## src/rtl/md_if.sv

```systemverilog
// Handshake and data bundle between the register-file side and md_unit.
// The master drives operands/commands; md_unit (slave) returns HI/LO and status.
interface md_if;
  logic        start;
  logic [1:0]  op;
  logic [31:0] Adat;
  logic [31:0] Bdat;
  logic        wr_hi;
  logic        wr_lo;
  logic        busy;
  logic        done;
  logic [31:0] hi;
  logic [31:0] lo;

  modport master (
    output start, op, Adat, Bdat, wr_hi, wr_lo,
    input  busy, done, hi, lo
  );

  modport slave (
    input  start, op, Adat, Bdat, wr_hi, wr_lo,
    output busy, done, hi, lo
  );
endinterface

```

## src/rtl/md_unit.sv

```systemverilog
// Iterative radix-2 multiply/divide unit with HI/LO result registers.
// 33-cycle latency for every op: 32 iterations plus one sign-fixup cycle.
module md_unit (
  input  logic clk,
  input  logic rst,
  md_if.slave  bus
);
  localparam logic [1:0] IDLE  = 2'd0;
  localparam logic [1:0] CALC  = 2'd1;
  localparam logic [1:0] FIXUP = 2'd2;

  logic [1:0]  state;
  logic [4:0]  cnt;
  logic [63:0] acc;
  logic [63:0] acc_nx;
  logic [31:0] opnd;
  logic        is_div;
  logic        neg_q;
  logic        neg_r;
  logic        dz;
  logic [31:0] hi_q;
  logic [31:0] lo_q;
  logic        done_q;

  logic        sgn;
  logic [31:0] am;
  logic [31:0] bm;
  logic [32:0] prod;
  logic [32:0] shf;
  logic        ge;
  logic [31:0] sub;
  logic [63:0] pneg;
  logic [31:0] res_hi;
  logic [31:0] res_lo;

  // Operand magnitudes for signed ops; unsigned ops pass through raw.
  always_comb begin
    sgn = ~bus.op[0];
    am  = (sgn && bus.Adat[31]) ? -bus.Adat : bus.Adat;
    bm  = (sgn && bus.Bdat[31]) ? -bus.Bdat : bus.Bdat;
  end

  // One iteration: shift-add (LSB first) or restoring divide (MSB first).
  always_comb begin
    prod = {1'b0, acc[63:32]} + (acc[0] ? {1'b0, opnd} : 33'd0);
    shf  = acc[63:31];
    ge   = shf >= {1'b0, opnd};
    sub  = shf[31:0] - opnd;
    if (is_div)
      acc_nx = {(ge ? sub : shf[31:0]), acc[30:0], ge};
    else
      acc_nx = {prod, acc[31:1]};
  end

  // Sign fixup and divide-by-zero override of the final result.
  always_comb begin
    pneg = -acc;
    if (is_div) begin
      res_lo = dz ? 32'hFFFF_FFFF
                  : (neg_q ? -acc[31:0] : acc[31:0]);
      res_hi = neg_r ? -acc[63:32] : acc[63:32];
    end else begin
      res_lo = neg_q ? pneg[31:0]  : acc[31:0];
      res_hi = neg_q ? pneg[63:32] : acc[63:32];
    end
  end

  // Control FSM, iteration datapath and HI/LO register updates.
  always_ff @(posedge clk) begin
    if (rst) begin
      state  <= IDLE;
      cnt    <= 5'd0;
      acc    <= 64'd0;
      opnd   <= 32'd0;
      is_div <= 1'b0;
      neg_q  <= 1'b0;
      neg_r  <= 1'b0;
      dz     <= 1'b0;
      hi_q   <= 32'd0;
      lo_q   <= 32'd0;
      done_q <= 1'b0;
    end else begin
      done_q <= 1'b0;
      case (state)
        IDLE: begin
          if (bus.start) begin
            state  <= CALC;
            cnt    <= 5'd0;
            is_div <= bus.op[1];
            neg_q  <= sgn & (bus.Adat[31] ^ bus.Bdat[31]);
            neg_r  <= sgn & bus.Adat[31];
            dz     <= (bus.Bdat == 32'd0);
            if (bus.op[1]) begin
              acc  <= {32'd0, am};
              opnd <= bm;
            end else begin
              acc  <= {32'd0, bm};
              opnd <= am;
            end
          end else begin
            if (bus.wr_hi) hi_q <= bus.Adat;
            if (bus.wr_lo) lo_q <= bus.Adat;
          end
        end
        CALC: begin
          acc <= acc_nx;
          cnt <= cnt + 5'd1;
          if (cnt == 5'd31) state <= FIXUP;
        end
        FIXUP: begin
          hi_q   <= res_hi;
          lo_q   <= res_lo;
          done_q <= 1'b1;
          state  <= IDLE;
        end
        default: state <= IDLE;
      endcase
    end
  end

  assign bus.busy = (state != IDLE);
  assign bus.done = done_q;
  assign bus.hi   = hi_q;
  assign bus.lo   = lo_q;
endmodule
```

## src/flat_wrapper.sv

```systemverilog
// flat-port wrapper written by rule: the top's interface ports become plain ports
module md_unit_flat 
  (clk, rst, bus_start, bus_op, bus_Adat, bus_Bdat, bus_wr_hi, bus_wr_lo, bus_busy, bus_done, bus_hi, bus_lo);
  md_if bus_i ();
  input  logic clk;
  input  logic rst;
  input wire logic [$bits(bus_i.start)-1:0] bus_start;
  input wire logic [$bits(bus_i.op)-1:0] bus_op;
  input wire logic [$bits(bus_i.Adat)-1:0] bus_Adat;
  input wire logic [$bits(bus_i.Bdat)-1:0] bus_Bdat;
  input wire logic [$bits(bus_i.wr_hi)-1:0] bus_wr_hi;
  input wire logic [$bits(bus_i.wr_lo)-1:0] bus_wr_lo;
  output wire logic [$bits(bus_i.busy)-1:0] bus_busy;
  output wire logic [$bits(bus_i.done)-1:0] bus_done;
  output wire logic [$bits(bus_i.hi)-1:0] bus_hi;
  output wire logic [$bits(bus_i.lo)-1:0] bus_lo;
  assign bus_i.start = bus_start;
  assign bus_i.op = bus_op;
  assign bus_i.Adat = bus_Adat;
  assign bus_i.Bdat = bus_Bdat;
  assign bus_i.wr_hi = bus_wr_hi;
  assign bus_i.wr_lo = bus_wr_lo;
  assign bus_busy = bus_i.busy;
  assign bus_done = bus_i.done;
  assign bus_hi = bus_i.hi;
  assign bus_lo = bus_i.lo;
  md_unit u_core (.clk(clk), .rst(rst), .bus(bus_i));
endmodule
```

## config.mk

```make
export PLATFORM = sky130hd
export DESIGN_NAME = md_unit_flat
export DESIGN_NICKNAME = d
export VERILOG_FILES = /design/src/rtl/md_if.sv /design/src/rtl/md_unit.sv /design/src/flat_wrapper.sv
export SDC_FILE = /design/constraint.sdc
export NUM_CORES = 1
export LEC_CHECK = 0
export CAP_MARGIN = 20
export CORE_ASPECT_RATIO = 1.75
export CORE_MARGIN = 2
export CORE_UTILIZATION = 35
export CTS_CLUSTER_DIAMETER = 150
export DETAILED_ROUTE_END_ITERATION = 16
export GPL_TIMING_DRIVEN = 0
export SYNTH_ARGS = -nofsm -noshare
export SYNTH_HDL_FRONTEND = slang
export SYNTH_SLANG_ARGS = --single-unit
```

## constraint.sdc

```tcl
create_clock -name clk -period 6.6 [get_ports clk]
set_input_delay 1.32 -clock clk [delete_from_list [all_inputs] [get_ports clk]]
set_output_delay 1.32 -clock clk [all_outputs]
set_load 0.02 [all_outputs]
```

Word-level counts from Yosys, hierarchy flattened
Cells that the tools add are included.

storage, ports and cells
  bits in registers = 172
  input bits = 71
  output and inout bits = 66
  logic and storage cells = 72

cells by class
  add/subtract/negate cells = 8
  $lt $le $gt $ge = 1
  equality and inequality tests = 8
  muxes and demuxes = 28
  bitwise gates (word level) = 4
  reduce and logical (&&, ||, !) cells = 12

operator list
  kind                 number
  $mux 32              17
  $mux 64              2
  $neg 32->32          4
  $pmux 32 s2          2
  $pmux 64 s2          1
  $neg 64->64          1
  $add 32x33->33       1
  $ge 33x32->1         1
  $logic_not 32->1     1
  $sub 32x32->32       1
  $pmux 5 s2           1
  $ne 2x2->1 const B   4
  $reduce_and 2->1     3
  $reduce_and 3->1     2
  $reduce_bool 2->1    3
  $add 5x1->5 const B  1
  $eq 5x5->1 const B   1
  $mux 5               1
  $mux 2               2
  $pmux 2 s2           1
  $and 1x1->1          2
  $eq 2x1->1 const B   1
  $eq 2x2->1 const B   1
  $logic_and 1x1->1    2
  other kinds (5)      5

Logic depth before layout (Yosys ltp)
  word-level depth = 6
  gate-level depth with buffers = 14
  gate-level depth less buffers = 13

Worst setup path after synthesis
Ideal clock, no wire load.

  path type = input to register
  start = in bus_Adat[10]
  end = reg u_core.acc[28]
  library setup time = 0.122 ns
  data arrival time = 3.506 ns
  data required time = 6.478 ns
  setup slack = 2.972 ns
  cell stages on the path = 9
  path buffers = 1
  cell sequence = or4_1 or4_1 clkbuf_1 nor3_2 nand2_1 o21ai_0 xor2_1 nand2_1 a221o_1

on the way
  longest elaborated chain between the ends = 5

RTL lines
  what                  RTL line           text
  start, declared       flat_wrapper.sv:9  input wire logic [$bits(bus_i.Adat)-1:0] bus_Adat;
  $neg 32->32           md_unit.sv:39      am = (sgn && bus.Adat[31]) ? -bus.Adat : bus.Adat;
  $mux 32               md_unit.sv:39
  $mux 32               md_unit.sv:93      if (bus.op[1]) begin
  $mux 64               md_unit.sv:86      if (bus.start) begin
  $pmux 64 s2           md_unit.sv:84      case (state)
  end signal, assigned  md_unit.sv:94      acc <= {32'd0, am};
  end signal, assigned  md_unit.sv:97      acc <= {32'd0, bm};
  end signal, assigned  md_unit.sv:106     acc <= acc_nx;
  end, declared         md_unit.sv:14      logic [63:0] acc;

Every way passes these cells. The select of a mux whose other input is x is not followed.
A chain may end at the register's enable or synchronous reset.

Worst setup path in the final report
  start = reg u_core.acc[31]
  end = reg u_core.acc[59]

on the way
  longest elaborated chain between the ends = 4
  elaborated cells between the ends (all ways) = 5
  those cells by class = add/sub (1); order compare (1); mux (3)

RTL lines
  what                                            RTL line                      text
  $sub 32x32->32 or $ge 33x32->1 (tied branches)  md_unit.sv:48, md_unit.sv:47
  $mux 32 (*)                                     md_unit.sv:50                 acc_nx = {(ge ? sub : shf[31:0]), acc[30:0], ge};
  $mux 64 (*)                                     md_unit.sv:49                 if (is_div)
  $pmux 64 s2 (*)                                 md_unit.sv:84

Mark *: on every way between the ends. The rest lies on a longest branch, timed or not.

==> results by group <==
Layout
  • Final #Nets: 2228
  • Final Instance Area: 16900 um2
  • Synth-to-layout area growth: 18.2%
  • Filler instances: 4332
  • Ant. Diodes: 0
  • Proportion of layout cells with a drive suffix above 1: 3.67%

Drt
  • DR vias/cell: 6.02
  • DRC Markers: 0
  • Initial DRT Pass Iterations: 7
  • DRT antenna net count: 0
  • Initial drt markers: 1336
  • DR vias: 15953
  • Final WL: 67.5 mm
  • DR WL/cell: 25.5 um

Floorplanning
  • Die Wd: 157 um
  • Die Y: 271 um
  • Starting Density: 35.2%
  • Core Region: 40600 um2
  • DIE AREA: 42600 um2
  • Site Rows: 98
  • Io pins: 137

Hold path
  • Hold worst-path end: u_core.opnd[9]$_SDFFE_PP0P_
  • HP Start: u_core.opnd[9]$_SDFFE_PP0P_
  • Hold Path Class: reg2reg
  • Hold path depth: 2

Timing
  • Max Clk Rate: 0.203 GHz
  • Setup TNS: 0 ns
  • Final hold violations: 0
  • Relative slew slack: 20.4%
  • Slew @ Worst Pin: 1.19 ns
  • Fin crit share: 74.8%
  • Hold slack final: 0.456 ns
  • Final min period: 4.94 ns
  • RSZ-0062 raised after global routing: no
  • Max Slew Vio Count: 0
  • Final setup viols: 0
  • Clock skew: 0.0126 ns

CTS
  • Post-CTS setup repair buffer count: 0
  • Sink Count: 172
  • TritonCTS clock tree: yes
  • Clk slew on worst S/H paths: 0.08 ns
  • Post-CTS Resized: 0
  • Clk buf depth: 2
  • Worst-Skew Late Latency: 0.47 ns
  • # H-tree levels: 4
  • Hold-fix buffers, CTS: 0
  • CTS buffer count: 17
  • CTS root buffer: clkbuf_16

Yosys
  • Avg Inst Size Synth: 7.41 um2
  • Netlist cell types: 87
  • Seq cells post-synth: 172
  • Mapped Cells: 1931
  • Post-synth net total: 2074
  • Netlist area before placement: 14300 um2
  • Yosys warnings: 0
  • Sequential area share after synthesis: 24.1%
  • Asr flop ratio synth: 0%
  • Top_reg_cell synth: dfxtp_1
  • Post-synth EDFFs: 0

Critical path
  • Reg-to-Reg Start: u_core.acc[31]$_SDFFE_PP0P_
  • Reg2reg setup slack: 1.66 ns
  • R2r endpoint: u_core.acc[59]$_SDFFE_PP0P_
  • Critical path type: reg2reg
  • Req. time, crit path: 6.96 ns
  • Crit. End Element: register
  • CP Launch Type: register
  • Crit path max fanout: 10
  • Cell Chain, Critical Path: inv_1, ha_1, nor2b_1, o21bai_1, a31oi_1, a21oi_1, o2bb2ai_1, o311ai_1, buf_2, buf_2, o21ai_0, a21oi_1, o21ai_0
  • Max stage delay cell, worst path: o311ai_1
  • Worst path arrival time: 5.29 ns
  • Cells on worst reg2reg path: 13
  • Crit path largest cell delay: 0.81 ns

GRT
  • Total track usage: 31.1%
  • Vias in the first global route: 16096
  • Grt ovf: 0
  • Largest net degree at the start of global routing: 17
  • Initial antenna violation count: 0
  • First-pass GRT wire length: 97.8 mm

Place
  • Post-DP HPWL: 55.1 mm
  • Port Buffers: 134
  • Gp weighted congestion: 1.01
  • Placed cell areas: 16300 um2

Pwr
  • Peak VDD IR: 201 uV
  • P_leak: 6.42 nW
  • Pwr Total: 0.00332 W
  • Pwr/cell area: 196 nW/um2

Flow run
  • Max cap viols: 0

Outcome
  • Status: complete, no violations
area by class of cell:
cell class                      instances  area [um2]  area share [%]
Tap cell                              550         688            4.07
Timing Repair Buffer                  135        1360            8.02
Buffer                                135         606            3.58
Sequential cell                       172        3440            20.4
Clock buffer                           20         457            2.70
Inverter                               66         248            1.46
Multi-Input combinational cell       1558       10000            59.2
Clock inverter                         12         106           0.629
routing by layer:
metal | global-route usage, % | wire length [um]
met5 | 0 | 0
met4 | 27.9 | 6840
met3 | 3.72 | 3590
met2 | 56.3 | 34400
met1 | 30.5 | 22700
power by group:
| group | internal [W] | total [W] | switching, W | leakage [nW] |
|---|---|---|---|---|
| Combinational | 0.000407 | 0.00114 | 0.000729 | 4.75 |
| Sequential | 0.00110 | 0.00116 | 0.0000651 | 1.40 |
| Clock | 0.000512 | 0.00102 | 0.000508 | 0.261 |
cells in the mapped netlist, types with 19 or more instances:
cell      number  share of area, %
a211oi_1      40               2.1
a21o_1        30               1.6
a21oi_1      210               7.3
a221oi_1      39               2.4
a222oi_1      28               2.0
a31oi_1       19              0.83
clkbuf_1     109               2.9
dfxtp_1      172                24
ha_1          70               6.1
inv_1         65               1.7
mux2i_1       48               3.4
nand2_1      181               4.7
nand3_1       32               1.1
nor2_1       234               6.1
nor3_1        47               1.6
o211ai_1      37               1.9
o21ai_0      109               3.8
xnor2_1       80               4.9
xor2_1        95               5.8
layout by cell type, fill, tap and decap left out, types with 16 or more instances in the layout:
master and n:
clkdlybuf4s50_1 134, xnor2_1 80, o21ai_0 109, ha_1 70, inv_1 65, a21oi_1 210
nor3_1 47, a22oi_1 17, clkbuf_16 17, a21o_1 30, o211ai_1 37, nor2_1 234
a221oi_1 39, a222oi_1 28, nor4_1 17, a31oi_1 19, mux2i_1 48, clkbuf_1 110
nand2_1 181, o31ai_1 17, xor2_1 95, a211oi_1 40, nand3_1 32, nand2b_1 16
dfxtp_1 172
critical path: cells and delay by family (launching register included):
kind / cells / cell delay (ns)
AO/OA/AOI/OAI: 8 / 2.70
AND/OR/NAND/NOR: 1 / 0.17
flip-flops: 1 / 0.53
buffers and inverters: 3 / 1.12
adder cells (fa/ha/maj): 1 / 0.28
worst max-delay path by stage:
| stage | from | endpoint | slack, ns | cells after the start |
|---|---|---|---|---|
| final | u_core.acc[31]$_SDFFE_PP0P_ | u_core.acc[59]$_SDFFE_PP0P_ | 1.66 | 13 |
| after global routing | u_core.acc[31]$_SDFFE_PP0P_ | u_core.acc[59]$_SDFFE_PP0P_ | 1.59 | 13 |
| after CTS | u_core.acc[31]$_SDFFE_PP0P_ | u_core.acc[59]$_SDFFE_PP0P_ | 1.81 | 13 |
| after detailed placement | bus_Bdat[2] | u_core.opnd[30]$_SDFFE_PP0P_ | 1.62 | 9 |
| after global placement | bus_Bdat[2] | u_core.opnd[30]$_SDFFE_PP0P_ | 1.66 | 9 |
| after floorplan | bus_Adat[10] | u_core.acc[28]$_SDFFE_PP0P_ | 2.97 | 9 |
cell families (layout without fill, tap and decap cells):
family | Yosys count | after routing | share of synthesized area, %
AO/OA/AOI/OAI | 643 | 643 | 29.6
AND/OR/NAND/NOR | 619 | 619 | 19.8
buffers and inverters | 201 | 368 | 5.97
XOR/XNOR | 175 | 175 | 10.7
flip-flops | 172 | 172 | 24.1
adder cells (fa/ha/maj) | 72 | 72 | 6.40
multiplexers | 49 | 49 | 3.44
metrics by stage:
step	worst slack, ns	cells	util [%]
3_3_place_gp	1.66	2615	40.2
2_1_floorplan	2.97	1931	-
6_report	1.66	2648	41.7
3_5_place_dp	1.62	2616	40.3
5_1_grt	1.59	2648	41.7
4_1_cts	1.81	2648	41.7
state kept, by name (all words and copies together), names as in the netlist, 2 cells and up:
register       flops
u_core.acc        64
u_core.bus.hi     32
u_core.bus.lo     32
u_core.opnd       32
u_core.cnt         5
u_core.state       2
(Power assumes the default switching activity.)
